**src/rtl/truth_table_sweeper_if.sv**
```systemverilog
// Bundle between the truth-table sweeper and whoever starts it and owns the
// function under test. The master starts sweeps and supplies the function
// outputs. The slave, which is the sweeper, drives the vector and the results.
interface truth_table_sweeper_if #(
   parameter int N_IN = 4
);
   logic                     start;
   logic [N_IN-1:0]          vec_out;
   logic                     s_sop;
   logic                     s_pos;
   logic                     busy;
   logic                     done;
   logic [(1 << N_IN)-1:0]   table_sop;
   logic [(1 << N_IN)-1:0]   mismatch_mask;
   logic                     mismatch;
   logic [N_IN:0]            minterm_count;

   modport master (
      output start, s_sop, s_pos,
      input  vec_out, busy, done, table_sop, mismatch_mask, mismatch, minterm_count
   );

   modport slave (
      input  start, s_sop, s_pos,
      output vec_out, busy, done, table_sop, mismatch_mask, mismatch, minterm_count
   );
endinterface

```
**src/rtl/truth_table_sweeper.sv**
```systemverilog
// Exhaustive stimulus/capture stage for a small combinational function.
// A start request walks vec_out through every input vector in ascending order.
// Each vector is held for SETTLE cycles and then sampled for one cycle.
// The sweep builds the SoP truth table, the SoP/PoS disagreement mask and the
// minterm count.
module truth_table_sweeper #(
   parameter int N_IN   = 4,
   parameter int SETTLE = 1
) (
   input logic                   clk,
   input logic                   rst_n,
   truth_table_sweeper_if.slave  bus
);
   localparam int              NVEC        = 1 << N_IN;
   localparam logic [N_IN-1:0] VEC_LAST    = {N_IN{1'b1}};
   localparam logic [3:0]      SETTLE_LAST = 4'(SETTLE - 1);

   typedef enum logic [1:0] {
      S_IDLE,
      S_SETTLE,
      S_SAMPLE,
      S_DONE
   } state_t;

   state_t            state_q, state_d;
   logic [N_IN-1:0]   vec_q, vec_d;
   logic [3:0]        cnt_q, cnt_d;
   logic [NVEC-1:0]   table_q, table_d;
   logic [NVEC-1:0]   mask_q, mask_d;
   logic              mismatch_q, mismatch_d;
   logic [N_IN:0]     count_q, count_d;

   // Next-state and result update: hold everything unless the current state says otherwise
   always_comb begin
      state_d    = state_q;
      vec_d      = vec_q;
      cnt_d      = cnt_q;
      table_d    = table_q;
      mask_d     = mask_q;
      mismatch_d = mismatch_q;
      count_d    = count_q;
      case (state_q)
         S_IDLE: begin
            if (bus.start) begin
               vec_d   = '0;
               cnt_d   = '0;
               table_d = '0;
               mask_d  = '0;
               count_d = '0;
               state_d = S_SETTLE;
            end
         end
         S_SETTLE: begin
            if (cnt_q == SETTLE_LAST) begin
               cnt_d   = '0;
               state_d = S_SAMPLE;
            end else begin
               cnt_d = cnt_q + 4'd1;
            end
         end
         S_SAMPLE: begin
            table_d[vec_q] = bus.s_sop;
            mask_d[vec_q]  = bus.s_sop ^ bus.s_pos;
            count_d        = count_q + (N_IN + 1)'(bus.s_sop);
            if (vec_q == VEC_LAST) begin
               state_d = S_DONE;
            end else begin
               vec_d   = vec_q + N_IN'(1);
               state_d = S_SETTLE;
            end
         end
         S_DONE: begin
            mismatch_d = |mask_q;
            state_d    = S_IDLE;
         end
         default: begin
            state_d = S_IDLE;
         end
      endcase
   end

   // State and result registers; reset aborts any sweep in progress and wipes the results
   always_ff @(posedge clk or negedge rst_n) begin
      if (!rst_n) begin
         state_q    <= S_IDLE;
         vec_q      <= '0;
         cnt_q      <= '0;
         table_q    <= '0;
         mask_q     <= '0;
         mismatch_q <= 1'b0;
         count_q    <= '0;
      end else begin
         state_q    <= state_d;
         vec_q      <= vec_d;
         cnt_q      <= cnt_d;
         table_q    <= table_d;
         mask_q     <= mask_d;
         mismatch_q <= mismatch_d;
         count_q    <= count_d;
      end
   end

   assign bus.vec_out       = vec_q;
   assign bus.busy          = (state_q != S_IDLE);
   assign bus.done          = (state_q == S_DONE);
   assign bus.table_sop     = table_q;
   assign bus.mismatch_mask = mask_q;
   assign bus.mismatch      = mismatch_q;
   assign bus.minterm_count = count_q;
endmodule

```
**src/flat_wrapper.sv**
```systemverilog
// flat-port wrapper written by rule: the top's interface ports become plain ports
module truth_table_sweeper_flat 
#(
   parameter int N_IN   = 4,
   parameter int SETTLE = 1
)
  (clk, rst_n, bus_start, bus_s_sop, bus_s_pos, bus_vec_out, bus_busy, bus_done, bus_table_sop, bus_mismatch_mask, bus_mismatch, bus_minterm_count);
  truth_table_sweeper_if #(.N_IN(N_IN)) bus_i ();
  input logic clk;
  input logic rst_n;
  input wire logic [$bits(bus_i.start)-1:0] bus_start;
  input wire logic [$bits(bus_i.s_sop)-1:0] bus_s_sop;
  input wire logic [$bits(bus_i.s_pos)-1:0] bus_s_pos;
  output wire logic [$bits(bus_i.vec_out)-1:0] bus_vec_out;
  output wire logic [$bits(bus_i.busy)-1:0] bus_busy;
  output wire logic [$bits(bus_i.done)-1:0] bus_done;
  output wire logic [$bits(bus_i.table_sop)-1:0] bus_table_sop;
  output wire logic [$bits(bus_i.mismatch_mask)-1:0] bus_mismatch_mask;
  output wire logic [$bits(bus_i.mismatch)-1:0] bus_mismatch;
  output wire logic [$bits(bus_i.minterm_count)-1:0] bus_minterm_count;
  assign bus_i.start = bus_start;
  assign bus_i.s_sop = bus_s_sop;
  assign bus_i.s_pos = bus_s_pos;
  assign bus_vec_out = bus_i.vec_out;
  assign bus_busy = bus_i.busy;
  assign bus_done = bus_i.done;
  assign bus_table_sop = bus_i.table_sop;
  assign bus_mismatch_mask = bus_i.mismatch_mask;
  assign bus_mismatch = bus_i.mismatch;
  assign bus_minterm_count = bus_i.minterm_count;
  truth_table_sweeper #(.N_IN(N_IN), .SETTLE(SETTLE)) u_core (.clk(clk), .rst_n(rst_n), .bus(bus_i));
endmodule
```
**config.mk**
```make
export PLATFORM = sky130hd
export DESIGN_NAME = truth_table_sweeper_flat
export DESIGN_NICKNAME = d
export VERILOG_FILES = /design/src/rtl/truth_table_sweeper_if.sv /design/src/rtl/truth_table_sweeper.sv /design/src/flat_wrapper.sv
export SDC_FILE = /design/constraint.sdc
export NUM_CORES = 1
export LEC_CHECK = 0
export BUFFER_PORTS_ARGS = -buffer_cell sky130_fd_sc_hd__buf_2
export CAP_MARGIN = 20
export CORE_ASPECT_RATIO = 0.75
export CORE_MARGIN = 8
export CORE_UTILIZATION = 41
export CTS_CLUSTER_SIZE = 12
export DETAILED_ROUTE_END_ITERATION = 12
export SETUP_SLACK_MARGIN = 0.15
export SLEW_MARGIN = 30
export SYNTH_ARGS = -nofsm -noshare
export SYNTH_HDL_FRONTEND = slang
export SYNTH_SLANG_ARGS = --single-unit
```
**constraint.sdc**
```tcl
create_clock -name clk -period 1.9 [get_ports clk]
set_input_delay 0.095 -clock clk [delete_from_list [all_inputs] [get_ports clk]]
set_output_delay 0.095 -clock clk [all_outputs]
set_load 0.05 [all_outputs]
```
==> qor.json <==
{
  "sequentialPowerShare": {"value": 37.6, "unit": "%"},
  "total_number_of_vias": {"value": 1684},
  "global_route_wire_length_before_repair": {"value": 9301, "unit": "µm"},
  "clock_tree.buffer_depth": {"value": 2},
  "synthCells": {"value": 218},
  "place_ws": {"value": 0.3228, "unit": "ns"},
  "dr.first_iter.drc_count": {"value": 87},
  "finish.cell_count_without_fillers": {"value": 344},
  "first_global_vias": {"value": 1763},
  "p_sw": {"value": 1.470, "unit": "mW"},
  "timing.critical_path.slowest_stage_cell": {"value": "dfrtp_1"},
  "die_h": {"value": 80.95, "unit": "µm"},
  "critical-path-top-delay-family": {"value": "simple AND/OR/NAND/NOR gates"},
  "max_stage_delay": {"value": 0.50, "unit": "ns"},
  "pwrdens": {"value": 1259, "unit": "nW/µm²"},
  "clkSlewWorstSetupHoldPaths": {"value": 0.09, "unit": "ns"},
  "cts_tree": {"value": "done"},
  "floorplan.io_pins": {"value": 49},
  "critPathMaxFanout": {"value": 38},
  "place_area": {"value": 2608, "unit": "µm²"},
  "tightestPinTransition": {"value": 0.5808, "unit": "ns"},
  "syn_avg_cell_area": {"value": 10.58, "unit": "µm²"},
  "overflow": {"value": 0},
  "finalNetCount": {"value": 281},
  "number_of_iterations_in_the_first_detailed_routing_pass": {"value": 4},
  "cell_int_power": {"value": 1.985, "unit": "mW"},
  "netlist-cell-type-count": {"value": 32},
  "period_share": {"value": 85.48, "unit": "%"},
  "dp.final_hpwl": {"value": 3951, "unit": "µm"},
  "die_w": {"value": 102.6, "unit": "µm"},
  "hold_path_class": {"value": "primary input to flop"},
  "syn-cell-area": {"value": 2306, "unit": "µm²"},
  "routed_wirelength": {"value": 5570, "unit": "µm"},
  "max_cap_viol_count": {"value": 0},
  "ctsResizeCount": {"value": 0},
  "ys_seq_area_share": {"value": 52.09, "unit": "%"},
  "antenna_found_initial": {"value": 0},
  "leakage": {"value": 1.415, "unit": "nW"},
  "timing.critical_path.cells": {"value": "or3b_1, buf_4, nand2_1, mux2i_1"},
  "grt_setup_unrepaired": {"value": "false"},
  "postSynthNetCount": {"value": 231},
  "place.port_buffers": {"value": 48},
  "max_clock_freq": {"value": 615.7, "unit": "MHz"},
  "drt.antenna.violating_nets": {"value": 0},
  "area.growth.synth_to_final": {"value": 18.99, "unit": "%"},
  "fin_worst_skew": {"value": 0.007021, "unit": "ns"},
  "grt_util_all_layers": {"value": 14.32, "unit": "%"},
  "yosys_warnings": {"value": 0},
  "result_of_the_run": {"value": "complete, no violations"},
  "finalSetupViolCount": {"value": 0},
  "drt-wirelength-per-cell": {"value": 16.19, "unit": "µm"},
  "clock_insertion_delay_worst_skew": {"value": 0.30, "unit": "ns"},
  "finalHoldWorstSlack": {"value": 0.1512, "unit": "ns"},
  "floorplan.initialDensity": {"value": 42.85, "unit": "%"},
  "design_area": {"value": 2744, "unit": "µm²"},
  "cts_max_level": {"value": 2},
  "worst_ep_required_time": {"value": 2.05, "unit": "ns"},
  "cts-root-buf": {"value": "clkbuf_8"},
  "path_buf_inv": {"value": 1},
  "detail_route.drc_violations": {"value": 0},
  "critPathLaunchType": {"value": "flop"},
  "finalMaxSlewViolations": {"value": 0},
  "final.setup.worst_slack": {"value": 0.2758, "unit": "ns"},
  "ir_worst_vdd": {"value": 0.0004831, "unit": "V"},
  "via_per_inst": {"value": 4.895},
  "power.switching_fraction": {"value": 42.54, "unit": "%"},
  "grt_start_max_net_pins": {"value": 39},
  "timing_hold_violations_final": {"value": 0},
  "drive_above_1_share": {"value": 23.79, "unit": "%"},
  "place_congestion": {"value": 0.7151},
  "power.share.combinational": {"value": 39.0, "unit": "%"},
  "clock-sinks": {"value": 48},
  "critPathCaptureType": {"value": "flop"},
  "arrival": {"value": 1.78, "unit": "ns"},
  "total_clock_buffers_created_by_cts": {"value": 5},
  "setup.worst_path.class": {"value": "flop to flop"},
  "fin_crit": {"value": 1.624, "unit": "ns"},
  "register_bit_total_from_synthesis": {"value": 48},
  "clock_power_share": {"value": 23.4, "unit": "%"},
  "placedCellCount": {"value": 335},
  "die-area": {"value": 8305, "unit": "µm²"},
  "coreArea": {"value": 5381, "unit": "µm²"},
  "num_rows": {"value": 23},
  "setup_total_negative_slack": {"value": 0, "unit": "ns"},
  "number_of_inserted_diodes": {"value": 0},
  "max-slew-margin-rel": {"value": 61.24, "unit": "%"}
}
## tightest hold or removal path: cells and delay by family
kind | cells | cell delay (ns)
adder cells (fa/ha/maj) | 1 | 0.12
buffers and inverters | 1 | 0.11
AO/OA/AOI/OAI | 1 | 0.05
AND/OR/NAND/NOR | 1 | 0.04
## path summary, 6_finish.rpt
path	slack [ns]	cells past startpoint	end	start
worst max register to register	0.28	4	u_core.bus.table_sop[14]	u_core.state_q[0]
worst min-delay path	0.15	4	u_core.bus.minterm_count[0]	bus_s_sop
min in group asynchronous	0.28	2	u_core.bus.minterm_count[3]	rst_n
worst max-delay path	0.28	4	u_core.bus.table_sop[14]	u_core.state_q[0]
max in group asynchronous	1.10	3	u_core.bus.table_sop[6]	rst_n
worst min register to register	0.48	1	u_core.bus.minterm_count[4]	u_core.bus.minterm_count[4]
## sequential cells by signal, indices dropped and copies added, names as in the netlist
| register | cells |
|---|---|
| u_core.bus.vec_out | 4 |
| u_core.state_q | 2 |
| u_core.bus.minterm_count | 5 |
| u_core.bus.mismatch_mask | 16 |
| u_core.cnt_q | 4 |
| u_core.bus.table_sop | 16 |
| u_core.bus.mismatch | 1 |
## metal layers
metal	GRT usage, %	wire length (µm)
met5	0	0
met4	3.942	14
met3	4.441	405
met2	19.73	2178
met1	20.90	2971
## logic make-up (layout without fill, tap and decap cells)
kind of cell               after synthesis  count (layout)  synth area share, %
AOI/OAI and AO/OA                       13              13                3.473
xor gates and xnor gates                 1               1               0.3799
adders and majority gates                8               8                4.341
buffers and inverters                   16              67                4.232
DFF                                     48              48                52.09
muxes                                   38              38                16.55
and+or+nand+nor                         94              94                18.94
## cells in the mapped netlist
library cell,number,area share [%]
a31oi_1,1,0.27
clkbuf_1,2,0.33
buf_6,4,2.0
a21oi_1,1,0.22
mux2_2,1,0.49
nand3_1,8,1.7
o21bai_1,1,0.33
and3_1,2,0.54
a31o_2,1,0.38
nor4_1,4,1.1
or2_2,1,0.27
nand2b_1,2,0.54
o32ai_1,1,0.38
inv_1,6,0.98
buf_4,1,0.33
nand3b_1,6,2.0
xnor2_1,1,0.38
nor2_1,16,2.6
ha_1,8,4.3
or3b_2,1,0.38
a22o_1,1,0.38
dfrtp_1,48,52
buf_2,3,0.65
and2_1,1,0.27
nand2_1,46,7.5
nand4_1,3,0.81
or3b_1,1,0.38
o21ai_0,5,1.1
and2b_1,1,0.33
mux2i_1,37,16
o21ai_1,2,0.43
nor2b_1,2,0.54
## layout make-up
type | count | area [µm²]
well taps | 75 | 93.84
flip-flops and latches | 48 | 1201
fillers | 524 | 2638
clock inverters | 1 | 30.03
multi-input cells | 154 | 1007
inverters | 6 | 22.52
clock buffers | 7 | 96.34
repair buffers | 53 | 292.8
## what timing repair did
item	in CTS	in global routing
setup buffers	0	0
hold buffers	1	0
hold endpoints to repair	20	0
## cells in the final DEF, fill, tap and decap left out
master and instances:
buf_2 48, dfrtp_1 48, nand2_1 46, mux2i_1 37, nor2_1 16, nand3_1 8
ha_1 8, clkbuf_8 7, inv_1 6, nand3b_1 6, o21ai_0 5, nor4_1 4
nand4_1 3, buf_4 3, nand2b_1 2, o21ai_1 2, and3_1 2, nor2b_1 2
and2_1 1, or2_2 1, or3b_1 1, and2b_1 1, xnor2_1 1, mux2_2 1
o21bai_1 1, or3b_2 1, o32ai_1 1, a31oi_1 1, a22o_1 1, a21oi_1 1
a31o_2 1, bufinv_16 1, dlygate4sd3_1 1, buf_12 1
## metrics by stage
| stage | power (mW) | util [%] |
|---|---|---|
| after floorplan | 2.380 | - |
| final | 3.454 | 50.99 |
| after detailed placement | 2.674 | 48.45 |
| after CTS | 3.496 | 50.99 |
| after global placement | 2.670 | 48.45 |
| after global routing | 3.662 | 50.99 |
## power by group through the flow
stage | Combinational [mW] | Sequential, mW | Clock (mW)
floorplan | 0.692 | 1.69 | 0
detailed placement | 1.36 | 1.32 | 0
global placement | 1.35 | 1.32 | 0
global route | 1.46 | 1.33 | 0.876
finish | 1.35 | 1.30 | 0.808
CTS | 1.36 | 1.30 | 0.836
Note: power is estimated with default switching activity, not from simulation.
